**config.mk**
```make
export PLATFORM = sky130hd
export DESIGN_NAME = serial_frame_receiver
export DESIGN_NICKNAME = d
export VERILOG_FILES = /design/src/rtl/serial_frame_receiver.sv
export SDC_FILE = /design/constraint.sdc
export NUM_CORES = 1
export LEC_CHECK = 0
export CELL_PAD_IN_SITES_DETAIL_PLACEMENT = 1
export CELL_PAD_IN_SITES_GLOBAL_PLACEMENT = 1
export CORE_MARGIN = 2
export CORE_UTILIZATION = 44
export CTS_CLUSTER_DIAMETER = 50
export CTS_CLUSTER_SIZE = 8
export DETAILED_ROUTE_END_ITERATION = 10
export DONT_BUFFER_PORTS = 1
export PLACE_DENSITY = 0.79
export REMOVE_ABC_BUFFERS = 1
export SLEW_MARGIN = 40
export SYNTH_ARGS = -nofsm -noshare
export SYNTH_HDL_FRONTEND = slang
export SYNTH_SLANG_ARGS = --single-unit
```
**constraint.sdc**
```tcl
create_clock -name cc -period 1.1 [get_ports cc]
set_input_delay 0.11 -clock cc [delete_from_list [all_inputs] [get_ports cc]]
set_output_delay 0.11 -clock cc [all_outputs]
set_load 0.05 [all_outputs]
```
**src/rtl/serial_frame_receiver.sv**
```systemverilog
// Serial frame receiver: start bit (1), DATA_W data bits, optional even parity, stop bit (0).
// Optional parity stage enabled by defining SERIAL_FRAME_RECEIVER_PARITY_EN.
module serial_frame_receiver #(
  parameter int DATA_W    = 8,
  parameter int LSB_FIRST = 1
) (
  input  logic              cc,
  input  logic              rr,
  input  logic              ssin,
  output logic [DATA_W-1:0] po,
  output logic              vld,
  output logic              ferr,
  output logic              perr,
  output logic              busy
);

  localparam int CNT_W = $clog2(DATA_W);
  localparam logic [CNT_W-1:0] LAST_BIT = CNT_W'(DATA_W - 1);

  localparam logic [1:0] IDLE = 2'd0;
  localparam logic [1:0] DATA = 2'd1;
`ifdef SERIAL_FRAME_RECEIVER_PARITY_EN
  localparam logic [1:0] PAR  = 2'd2;
`endif
  localparam logic [1:0] STOP = 2'd3;

  logic [1:0]        state_reg;
  logic [CNT_W-1:0]  cnt_reg;
  logic [DATA_W-1:0] shift_reg;
  logic [DATA_W-1:0] shift_next;
  logic              par_bad;

  // Shift direction decides which end of the word the first data bit lands in.
  generate
    if (LSB_FIRST != 0) begin : g_lsb_first
      assign shift_next = {ssin, shift_reg[DATA_W-1:1]};
    end else begin : g_msb_first
      assign shift_next = {shift_reg[DATA_W-2:0], ssin};
    end
  endgenerate

`ifdef SERIAL_FRAME_RECEIVER_PARITY_EN
  logic par_reg;
  logic perr_reg;

  // Even parity: data ones plus the parity bit must total an even count.
  assign par_bad = par_reg ^ (^shift_reg);
  assign perr    = perr_reg;

  always_ff @(posedge cc or negedge rr) begin
    if (!rr) begin
      par_reg  <= 1'b0;
      perr_reg <= 1'b0;
    end else begin
      perr_reg <= 1'b0;
      if (state_reg == PAR)
        par_reg <= ssin;
      if (state_reg == STOP)
        perr_reg <= par_bad;
    end
  end
`else
  assign par_bad = 1'b0;
  assign perr    = 1'b0;
`endif

  assign busy = (state_reg != IDLE);

  always_ff @(posedge cc or negedge rr) begin
    if (!rr) begin
      state_reg <= IDLE;
      cnt_reg   <= '0;
      shift_reg <= '0;
      po        <= '0;
      vld       <= 1'b0;
      ferr      <= 1'b0;
    end else begin
      vld  <= 1'b0;
      ferr <= 1'b0;
      case (state_reg)
        IDLE: begin
          if (ssin) begin
            state_reg <= DATA;
            cnt_reg   <= '0;
          end
        end
        DATA: begin
          shift_reg <= shift_next;
          cnt_reg   <= cnt_reg + 1'b1;
          if (cnt_reg == LAST_BIT) begin
`ifdef SERIAL_FRAME_RECEIVER_PARITY_EN
            state_reg <= PAR;
`else
            state_reg <= STOP;
`endif
          end
        end
`ifdef SERIAL_FRAME_RECEIVER_PARITY_EN
        PAR: begin
          state_reg <= STOP;
        end
`endif
        STOP: begin
          state_reg <= IDLE;
          ferr      <= ssin;
          if (!ssin && !par_bad) begin
            po  <= shift_reg;
            vld <= 1'b1;
          end
        end
        default: begin
          state_reg <= IDLE;
        end
      endcase
    end
  end

endmodule

```
## Word level (Yosys, flattened, before mapping)

Index checks and enable logic that the tools add are counted.

- Multipliers: 0
- Order comparisons: 0
- Reduce and logical (&&, ||, !) cells: 6
- Shift-type cells: 0
- Equality and inequality tests: 5
- $add $sub $neg: 1
- Mux-type cells: 8
- Divide/modulo/power cells: 0
- Bitwise logic cells: 1

Operator list:

| operator | number |
|---|---|
| case mux 3 bit (2 select lines) | 1 |
| AND reduction 2 bit | 3 |
| 2-to-1 mux 2 bit | 2 |
| inequality test 2 bit, second input constant | 2 |
| case mux 2 bit (2 select lines) | 1 |
| nonzero test 2 bit | 2 |
| adder 3 x 1 -> 3 bit, second input constant | 1 |
| == test 3 bit, second input constant | 1 |
| 2-to-1 mux 1 bit | 3 |
| 2-to-1 mux 3 bit | 1 |
| == test 2 x 1 -> 1 bit, second input constant | 1 |
| == test 2 bit, second input constant | 1 |
| zero test 2 bit | 1 |
| NOT 1 bit | 1 |

- Memories: 0
- Bits in latches: 0
- RAM bits: 0
- Memory bits (read-only): 0
- Register bits after elaboration: 23

## Longest topological paths before layout

Gate-level depths: netlist of the first run.

- Word-level depth: 3
- Gate-level depth with buffers: 3

## Worst setup path after synthesis of the first run

No wires, ideal clock.

- Kind: register -> register
- From: register cnt_reg[0]
- To: register cnt_reg[2]
- Clock period less this slack: 1.135 ns
- Stages on the path, launching flop included: 4
- Buffers on the path: 0
- Setup slack: -0.035 ns
- Setup time: 0.121 ns
- Arrival: 1.014 ns
- Path through: dfrtp_1 -> ha_1 -> ha_1 -> a22o_1

- Word-level cells in the longest chain between the ends: 2

Ends and longest elaborated chain:

| item | RTL line | RTL |
|---|---|---|
| start, declared | 28 | `logic [CNT_W-1:0] cnt_reg;` |
| start signal, assigned | 89 | `cnt_reg <= cnt_reg + 1'b1;` |
| adder 3 x 1 -> 3 bit | 89 |  |
| case mux 3 bit (2 select lines) | 80 | `case (state_reg)` |

Every way passes these cells.
A chain may end at the register's enable or synchronous reset.

## Worst setup path after layout of the first run

- From: register state_reg[0]
- To: register cnt_reg[1]

- Word-level cells in the longest chain between the ends: 3
- Elaborated cells between the ends (all ways): 6
- Those cells by class: eq/ne: 2; mux: 1; reduce/logical: 3

Ends and longest elaborated chain:

| item | RTL line | RTL |
|---|---|---|
| start, declared | 27 | `logic [1:0] state_reg;` |
| start signal, assigned | 71 | `state_reg <= IDLE;` |
| start signal, assigned | 83 | `state_reg <= DATA;` |
| start signal, assigned | 94 | `state_reg <= STOP;` |
| == test 2 x 1 -> 1 bit or zero test 2 bit (tied branches) | 80 |  |
| nonzero test 2 bit (no line) or inequality test 2 bit (tied branches) | n/a |  |
| AND reduction 2 bit (no line) | n/a |  |

Parallel ways exist; a longest one is shown, timed or not.

==> results.json, run 1 <==
{
  "status": "complete, but fails checks",
  "violations": "negative setup slack",
  "met2_length_um": 901,
  "r2r_end": "cnt_reg[1]",
  "report.final.slew_viol_count": 0,
  "fmax_mhz": 776.8,
  "num_rows": 16,
  "nFillCells": 187,
  "top_layer": "met4",
  "r2r_slack_ns": -0.19,
  "wl_met1_um": 758,
  "critPathLaunchType": "flip-flop",
  "antenna_found_initial": 0,
  "holdCritPathClass": "primary input to flip-flop",
  "drtPass1Iterations": 2,
  "htree_levels": 1,
  "gp_congestion": 0.6423,
  "cap_violations": 0,
  "setup_ws_ns": -0.1873,
  "die-area_mm2": 0.002401,
  "clockRootBuffer": "clkbuf_4",
  "path_class": "flip-flop to flip-flop",
  "grt_max_degree": 24,
  "io_buffers": 0,
  "syn_area_per_cell_um2": 15.91,
  "routedWlPerCell_um": 16.06,
  "fp.coreArea_mm2": 0.001942,
  "async_reset_ff_share_pct": 100.0,
  "dr_wl_met3_um": 43,
  "hpwl_mm": 1.021,
  "gr-usage-all-layers_pct": 15.07,
  "diodes": 0,
  "synth-seq-cells": 23,
  "yosysTopAreaCellShare_pct": 64.61,
  "path_max_fanout": 4,
  "synthFlopType": "dfrtp_1",
  "synthTopCellsByArea": "dfrtp_1 65%, mux2_2 20%, ha_1 2.8%, a22o_1 2.0%, buf_6 1.3%",
  "hold-path-cell-count": 2,
  "required_ns": 1.31,
  "areaGrowthSynthToFinish_pct": 33.43,
  "grt_pass1_vias": 559,
  "synth_edf_count": 0,
  "nets": 86,
  "synthTopCellsByCount": "23 x dfrtp_1, 16 x mux2_2, 2 x a22o_1, 2 x ha_1, 2 x inv_1",
  "tritoncts": "yes",
  "ios": 15,
  "reg2reg_depth": 4,
  "cts_buffers": 3,
  "syn-cell-area_um2": 890.9,
  "min_period_ns": 1.287,
  "synth_warnings": 0,
  "route.detailed.drc": 0,
  "clock_path_buffers": 2,
  "clock_latency_ns": 0.31,
  "cts.sinks": 23,
  "fin_tns_setup_ns": -2.223,
  "clock_skew_ns": 0.007537,
  "synth_largest_area_cell": "dfrtp_1",
  "worst_setup_path_end_kind": "flip-flop",
  "synth.distinct_cells": 16,
  "setup_viol": 20,
  "start_util_pct": 45.88,
  "drt_iter0_markers": 4,
  "min_period_over_period_pct": 117.0,
  "gr-total-overflow": 0,
  "final_core_util_pct": 61.21,
  "via_per_inst": 4.804,
  "clk_transition_reported_paths_ns": 0.12,
  "fp.dieW_um": 49.00,
  "final-hold-violation-count": 0,
  "drt_wl_total_mm": 1.718,
  "crit_end": "cnt_reg[1]",
  "vias": 514,
  "synthCells": 56,
  "synth-seq-area-share_pct": 64.61,
  "rr_startpoint": "state_reg[0]",
  "arrival_ns": 1.50,
  "ant_nets": 0,
  "grt_pass1_wl_mm": 2.711,
  "yosys.cell_count.top_type": "dfrtp_1",
  "startpoint": "state_reg[0]",
  "die_h_um": 49.00,
  "drive_gt1_share_pct": 55.00,
  "grt_setup_unrepaired": "true"
}
timing repair:
action	CTS	global route
cloned	1	0
setup buffers	2	2
hold buffers	2	1
resized for setup	6	14
pin swaps	1	1
endpoints found under the setup margin	20	21
hold endpoints to repair	27	23
cell type report:
class	instances	area, um2	area share [%]
well taps	27	33.78	2.842
inverters	2	7.507	0.6316
flip-flops and latches	23	575.6	48.42
repair buffers	21	182.7	15.37
clock buffers	4	26.28	2.211
multi-input cells	30	362.8	30.53
worst max-delay path, cell delays in order (launching register included):
cell     delay (ns)
dfrtp_1        0.42
buf_4          0.17
and2b_2        0.23
buf_4          0.15
a22o_1         0.23
cells by family (layout without fill, tap and decap cells):
kind of cell / Yosys count / in the layout / share of synthesized area (%)
AOI/OAI and AO/OA: 3 / 3 / 2.810
adders and majority gates: 2 / 2 / 2.809
buffers and inverters: 4 / 27 / 2.950
DFF: 23 / 23 / 64.61
muxes: 17 / 17 / 21.35
other: 1 / 1 / 0.4209
and+or+nand+nor: 6 / 7 / 5.058
worst min path at each step:
stage | startpoint | end
2_1_floorplan | rr | cnt_reg[0]
3_3_place_gp | rr | po[2]
3_5_place_dp | rr | po[2]
4_1_cts | ssin | po[3]
5_1_grt | ssin | po[5]
6_report | ssin | po[2]
metal layers:
layer,vias to the layer above,track usage (%)
li1,240,-
met3,2,3.681
met1,263,20.25
met4,0,5.714
met5,-,0
met2,9,23.74
through the flow:
stage,hold slack [ns],instances,setup slack [ns],cell area [um2]
6_report,0.1290,107,-0.1873,1189
5_1_grt,0.1156,107,-0.2267,1189
4_1_cts,0.1155,104,-0.1778,1119
3_5_place_dp,-0.1853,95,-0.07589,1011
3_3_place_gp,-0.1852,95,-0.03526,1011
2_1_floorplan,-0.1856,54,-0.03537,872.1
placed cells by master, fill, tap and decap left out:
master         netlist  final
a22o_1               2      2
and2_1               1      1
and2b_2              0      1
and3_2               1      1
buf_2                0      1
buf_4                1     12
buf_6                1      6
clkbuf_1             0      1
clkbuf_4             0      3
conb_1               1      1
dfrtp_1             23     23
dlygate4sd3_1        0      2
ha_1                 2      2
inv_1                2      2
mux2_2              16      7
mux2_4               0      9
mux2i_1              1      1
nand2b_4             0      1
nand3b_4             0      2
o21bai_1             1      1
or2_4                0      1
Power of run 1 is left out: the tool's default activity adds up to more than one toggle a clock period on the data nets, which glitch-free logic cannot reach.
==> run 2, diff against run 1 <==
- CORE_UTILIZATION: 44 -> 37
- CTS_CLUSTER_SIZE: 8 -> 30
- DONT_BUFFER_PORTS: 1 -> unset
==> results.json, run 2 (synthesis results as in run 1) <==
{
  "clock_latency_ns": 0.31,
  "report.final.slew_viol_count": 0,
  "areaGrowthSynthToFinish_pct": 58.29,
  "power_mw": 5.147,
  "grt_max_degree": 24,
  "htree_levels": 1,
  "antenna_found_initial": 0,
  "grt_pass1_vias": 610,
  "vdd_drop_max_mv": 2.442,
  "cts_hold_buf": 0,
  "tritoncts": "yes",
  "switching_share_pct": 37.59,
  "p_int_mw": 3.212,
  "setup_viol": 22,
  "status": "complete, but fails checks",
  "arrival_ns": 1.57,
  "ios": 15,
  "power_frac_seq_pct": 31.7,
  "route.detailed.drc": 0,
  "fin_tns_setup_ns": -4.230,
  "power_density_mw_per_mm2": 3650,
  "drive_gt1_share_pct": 62.79,
  "holdCritPathClass": "primary input to async pin",
  "drt_wl_total_mm": 1.988,
  "required_ns": 1.31,
  "grt_pass1_wl_mm": 3.029,
  "nets": 92,
  "diodes": 0,
  "drt_iter0_markers": 2,
  "multiInputGateArea_um2": 392.9,
  "drtPass1Iterations": 2,
  "power_switching_mw": 1.935,
  "rr_startpoint": "state_reg[0]",
  "clockRootBuffer": "clkbuf_4",
  "nFillCells": 203,
  "hpwl_mm": 1.146,
  "mostFrequentLayoutCells": "22 x dfrtp_1, 14 x mux2_4, 11 x buf_12, 9 x buf_4, 4 x buf_6",
  "ant_nets": 0,
  "die_h_um": 53.07,
  "num_rows": 17,
  "start_util_pct": 39.51,
  "p_comb_share_pct": 60.5,
  "clock_skew_ns": 0.0009553,
  "reg2reg_depth": 5,
  "place_inst": 102,
  "final-hold-violation-count": 0,
  "cap_violations": 0,
  "cts.sinks": 23,
  "min_period_over_period_pct": 123.6,
  "routedWlPerCell_um": 17.44,
  "instances_no_fill": 114,
  "cts_buffers": 3,
  "worst_setup_path_end_kind": "flip-flop",
  "r2r_end": "po[0]",
  "grt_setup_unrepaired": "true",
  "fp.coreArea_mm2": 0.002255,
  "gp_congestion": 0.6691,
  "via_per_inst": 4.860,
  "setup_ws_ns": -0.2599,
  "clock_path_buffers": 2,
  "violations": "negative setup slack",
  "register_area_um2": 576.8,
  "layout_commonest_cell": "dfrtp_1",
  "min_period_ns": 1.360,
  "dp_slack_ns": -0.2901,
  "startpoint": "state_reg[0]",
  "r2r_slack_ns": -0.26,
  "path_class": "flip-flop to flip-flop",
  "leakage_nw": 0.6916,
  "gr-total-overflow": 0,
  "fmax_mhz": 735.4,
  "critPathLaunchType": "flip-flop",
  "vias": 554,
  "path_max_fanout": 4,
  "io_buffers": 13,
  "die-area_mm2": 0.002816,
  "gr-usage-all-layers_pct": 15.40,
  "pwr-share-clk_pct": 7.8,
  "clk_transition_reported_paths_ns": 0.13,
  "fp.dieW_um": 53.07
}
[run 2: cell types whose count changed in the layout (fill, tap and decap cells not counted), sizes merged]
cell,delta
buf,+6
clkdlybuf4s50,+2
dlygate4sd3,-2
clkbuf,-1
clkinvlp,+1
[run 2: cell type report]
type	count	area share, %
Multi-Input combinational cell	30	27.86
Tap cell	28	2.484
Clock buffer	3	1.597
Sequential cell	23	40.91
Timing Repair Buffer	27	26.09
Clock inverter	1	0.5324
Inverter	2	0.5324
[run 2: stage by stage]
stage | utilization (%) | area, um2 | hold WS (ns)
5_1_grt | 62.54 | 1410 | 0.1232
3_5_place_dp | 53.22 | 1200 | 0.4918
6_report | 62.54 | 1410 | 0.1295
2_1_floorplan | - | 872.1 | -0.1856
4_1_cts | 58.44 | 1318 | 0.1231
3_3_place_gp | 53.22 | 1200 | 0.4837
[run 2: critical path, stage by stage (launching register included)]
cell	delay, ns
dfrtp_1	0.43
buf_4	0.15
buf_6	0.12
buf_4	0.14
nand3b_4	0.11
mux2_4	0.31
[run 2: worst max path at each step]
stage                     depth (start not counted)          to
after floorplan                                   3  cnt_reg[2]
after global placement                            3       po[4]
after detailed placement                          3       po[7]
after CTS                                         3        busy
after global routing                              3        busy
final                                             5       po[0]
[run 2: power groups by stage]
stage	Clock, mW	Sequential, mW	Combinational [mW]
2_1_floorplan	0	1.98	0.814
3_3_place_gp	0	1.58	2.36
3_5_place_dp	0	1.61	2.45
4_1_cts	0.418	1.58	2.72
5_1_grt	0.460	1.67	3.28
6_report	0.403	1.63	3.11
[run 2: per-layer routing]
metal	track usage, %	up-vias	part of all wire (%)
li1	-	255	-
met1	19.05	288	46
met2	27.71	11	52
met3	2.542	0	2.3
met4	3.846	0	0
met5	0	-	0
[run 2: what timing repair did]
action	in CTS	in global routing
endpoints found under the setup margin	20	21
buffers inserted	3	5
cloned	1	0
resized for setup	11	18
pin swaps	1	3
(Power assumes the default switching activity.)
